--- src/rtl/menu_fsm_n.sv ---
// Menu controller: a cursor steps through N_ITEMS entries, confirming one either
// starts a game or halts the system. A hold-off counter swallows stray presses.
module menu_fsm_n #(
  parameter int N_ITEMS  = 3,
  parameter int SEL_W    = 2,
  parameter int HOLD_CYC = 4
) (
  input  logic             sys_clk,
  input  logic             sys_rst_n,
  input  logic             button_up,
  input  logic             button_down,
  input  logic             button_right,
  input  logic             game_exit,
  output logic [SEL_W-1:0] choice,
  output logic [SEL_W-1:0] vgaMUX,
  output logic             in_game,
  output logic             halted
);

  typedef enum logic [1:0] {
    MENU = 2'd0,
    GAME = 2'd1,
    HALT = 2'd2
  } state_t;

  localparam logic [SEL_W-1:0] LAST      = SEL_W'(N_ITEMS - 1);
  localparam logic [7:0]       HOLD_INIT = 8'(HOLD_CYC);

  state_t           state, state_next;
  logic [SEL_W-1:0] cur, cur_next;
  logic [7:0]       hold, hold_next;
  logic             prev_up, prev_down, prev_right;
  logic             ev_up, ev_down, ev_right;
  logic             accept;

  assign ev_up    = button_up    & ~prev_up;
  assign ev_down  = button_down  & ~prev_down;
  assign ev_right = button_right & ~prev_right;
  assign accept   = (state == MENU) && (hold == 8'd0);

  // The reset input is active-high despite its name. prev_* come up as 1 so a
  // button held through reset must be released before it can fire.
  // NOTE: sequential state uses non-blocking (<=) so every register samples
  // pre-edge values; blocking here would create order-dependent simulation.
  always_ff @(posedge sys_clk) begin
    if (sys_rst_n) begin
      state      <= MENU;
      cur        <= '0;
      hold       <= 8'd0;
      prev_up    <= 1'b1;
      prev_down  <= 1'b1;
      prev_right <= 1'b1;
    end else begin
      state      <= state_next;
      cur        <= cur_next;
      hold       <= hold_next;
      prev_up    <= button_up;
      prev_down  <= button_down;
      prev_right <= button_right;
    end
  end

  // NOTE: every signal gets a default before the case so no path leaves it
  // unassigned, which would otherwise infer a latch.
  always_comb begin
    state_next = state;
    cur_next   = cur;
    hold_next  = (hold != 8'd0) ? hold - 8'd1 : hold;

    unique case (state)
      MENU: begin
        if (accept) begin
          if (ev_down) begin
            cur_next = (cur == LAST) ? '0 : cur + 1'b1;
          end else if (ev_up) begin
            cur_next = (cur == '0) ? LAST : cur - 1'b1;
          end else if (ev_right) begin
            if (cur == LAST) begin
              state_next = HALT;
            end else begin
              state_next = GAME;
              hold_next  = HOLD_INIT;
            end
          end
        end
      end
      GAME: begin
        if (game_exit && (hold == 8'd0)) begin
          state_next = MENU;
          hold_next  = HOLD_INIT;
        end
      end
      HALT: begin
      end
      default: begin
        state_next = MENU;
      end
    endcase

    // Out-of-range cursor values self-correct rather than persist.
    if (cur > LAST) begin
      cur_next = '0;
    end
  end

  always_comb begin
    choice  = cur;
    vgaMUX  = '0;
    in_game = 1'b0;
    halted  = 1'b0;
    unique case (state)
      GAME: begin
        vgaMUX  = cur + 1'b1;
        in_game = 1'b1;
      end
      HALT: begin
        halted = 1'b1;
      end
      default: begin
      end
    endcase
  end

endmodule

--- config.mk ---
export PLATFORM = sky130hd
export DESIGN_NAME = menu_fsm_n
export DESIGN_NICKNAME = d
export VERILOG_FILES = /design/src/rtl/menu_fsm_n.sv
export SDC_FILE = /design/constraint.sdc
export NUM_CORES = 1
export LEC_CHECK = 0
export BUFFER_PORTS_ARGS = -buffer_cell sky130_fd_sc_hd__buf_2
export CAP_MARGIN = 0
export CORE_AREA = 5 5 45 47
export DETAILED_ROUTE_END_ITERATION = 10
export DIE_AREA = 0 0 50 52
export PLACE_DENSITY = 0.72
export SYNTH_ARGS = -nofsm -noshare
export SYNTH_HDL_FRONTEND = slang
export SYNTH_SLANG_ARGS = --single-unit
export TNS_END_PERCENT = 100
--- constraint.sdc ---
create_clock -name sys_clk -period 2.1 [get_ports sys_clk]
set_input_delay 0.21 -clock sys_clk [delete_from_list [all_inputs] [get_ports sys_clk]]
set_output_delay 0.21 -clock sys_clk [all_outputs]
set_load 0.005 [all_outputs]
==> reports/results.ini <==
[timing]
max_freq_mhz=559
worst_clock_skew_ns=0.00344
tns_ns=0
period_share=0.852
drv_slew=0
min_period_ns=1.79
hold_violations=0
final-setup-viol-count=0
rsz0062_at_grt=no
hold-worst-slack_ns=0.122
tightest_slew_ns=0.455
slew-limit-headroom=0.696

[floorplan]
dieArea_um2=2600
initial_core_util=0.484
die_w_um=50
core_um2=1610
die_h_um=52
rows=15
ios=12

[placement]
numPortBuffers=11
dp_cells=114
dp_hpwl_um=1200
place_congestion=0.841
postPlaceCellArea_um2=857

[clock_network]
clkSlewWorstSetupHoldPaths_ns=0.08
clockBufferDepth=2
cts_root_buffer=clkbuf_4
cts_sinks=15
cts_tree=done
htree_num_levels=1
cts_made_buffers=3
clk_latency_ns=0.28
ctsHoldBuffers=0

[grt]
antenna_found_initial=0
grt_pass1_vias=694
grt_max_degree=16
grt-ovfl-total=0
grt_pass1_wl_um=2780
grt_util_all_layers=0.137

[worst_hold_path]
holdPathStages=2
worstHoldStart=button_down
holdPathEnd=prev_down
hold_class=input pin to flop

[logic_synthesis]
synthesis.nets=99
ys_seq_area_frac=0.385
synth_area_per_cell_um2=8.97
syn_area_um2=781
synth_warnings=0
synthCells=87
yosysUniqueCellTypes=33
ys_seq_elements=15

[finish]
synthToLayoutAreaGrowth_pct=13.8
nets=114
drive_gt1_frac=0.218
mostFrequentLayoutCells=15 x dfxtp_1, 11 x buf_2, 7 x nor2_1
n_antenna_cell=0
stdcell_area_um2=888
final_common_cell=dfxtp_1
final-instance-count-excl-fill=118

[setup_path]
slowest_delay_ns=0.44
worstPathMaxFanout=5
required_ns=2.27
arrival_ns=1.96
worstPathCellList=inv_1 -> ha_1 -> nor3b_2 -> o2111ai_1 -> a2111oi_0
path_class=flop to flop
timing.rr.start=hold[0]
r2r-end=choice[1]
reg2reg_depth=5
rrSetupSlack_ns=0.31
crit_slowest_cell=a2111oi_0
crit_family=compound AO/OA/AOI/OAI gates
worst-path-buf-inv=1
critPathLaunchType=flop
cp-end-kind=flop

[power]
leakagePower_uw=0.000376
power_uw=1160
ir_drop_mv=0.537
powerDensity_nw_per_um2=1310

[routing]
drt_iter0_drc=14
wl_per_cell_um=13.3
via_per_inst=5.67
antenna_left=0
drc=0
first_pass_iters=4
dr_total_vias=669
wl_um=1570

[flow_run]
maxCapViolCount=0

[status]
outcome=finished clean

-- through the flow --
step | setup slack [ns] | util
5_1_grt | 0.0796 | 0.550
4_1_cts | 0.112 | 0.547
2_1_floorplan | 0.429 | -
3_5_place_dp | 0.0863 | 0.531
3_3_place_gp | 0.162 | 0.531
6_report | 0.311 | 0.550
-- worst max path at each step --
stage | start | endpoint | slack [ns] | cells past startpoint
2_1_floorplan | hold[0] | hold[2] | 0.43 | 7
3_3_place_gp | hold[0] | choice[1] | 0.16 | 5
5_1_grt | hold[0] | choice[0] | 0.08 | 5
6_report | hold[0] | choice[1] | 0.31 | 5
4_1_cts | hold[0] | choice[1] | 0.11 | 5
3_5_place_dp | hold[0] | choice[1] | 0.09 | 5
-- final cells by class --
class / instances / area [um2]
timing repair buffer: 12 / 62.6
clock buffer: 4 / 26.3
fill: 146 / 726
tap: 17 / 21.3
multi-input combinational: 65 / 459
sequential: 15 / 300
inverter: 5 / 18.8
-- power breakdown --
| group | total [uW] | internal [uW] | leakage [uW] | switching, uW |
|---|---|---|---|---|
| clock | 164 | 73.8 | 0.0000150 | 90.4 |
| sequential | 456 | 365 | 0.000123 | 90.6 |
| combinational | 544 | 244 | 0.000237 | 300 |
| total | 1160 | 683 | 0.000376 | 481 |
-- synthesized netlist by cell type (all sizes together) --
cell type | number | area, um2
o21ai | 1 | 5.00
nor3 | 3 | 15.0
dfxtp | 15 | 300
nor2 | 7 | 26.3
or4 | 2 | 18.8
a31oi | 2 | 12.5
and2 | 3 | 18.8
or4b | 1 | 10.0
nor2b | 4 | 25.0
nand2b | 1 | 6.26
mux2i | 1 | 10.0
nor4 | 1 | 21.3
nor4b | 1 | 8.76
ha | 6 | 75.1
inv | 5 | 18.8
a2111oi | 2 | 17.5
a21oi | 6 | 33.8
or2 | 4 | 25.0
nand2 | 6 | 22.5
clkbuf | 2 | 7.51
nand4 | 2 | 12.5
a311oi | 1 | 8.76
xor2 | 2 | 17.5
a211oi | 3 | 22.5
nand3 | 2 | 10.0
o2111ai | 1 | 8.76
and2b | 1 | 7.51
o31ai | 1 | 7.51
nor3b | 1 | 7.51
-- flip-flops by register name, summed over array words and instances, names as in the netlist --
name / count
choice: 2
hold: 8
prev_down: 1
prev_right: 1
prev_up: 1
state: 2
-- kinds of logic after synthesis --
group                      count (synthesis)  synth area share
DFF                                       15             0.385
xor gates and xnor gates                   2            0.0224
muxes                                      1            0.0128
buffers and inverters                      7            0.0337
and+or+nand+nor                           39             0.301
AOI/OAI and AO/OA                         17             0.149
adders and majority gates                  6            0.0962
-- routing by layer --
metal / GRT usage / wire length (um) / up-vias / share of wire
met3: 0.0516 / 72 / 2 / 0.046
met5: 0 / 0 / - / 0
met2: 0.232 / 774 / 12 / 0.49
met4: 0.0524 / 13 / 0 / 0.0083
met1: 0.154 / 712 / 314 / 0.45
li1: - / - / 341 / -
-- what timing repair did --
item	in CTS	in global routing
setup endpoints to repair	0	3
gates resized for setup	0	1
buffers inserted	0	0
Power figures use the tool's default switching activity.
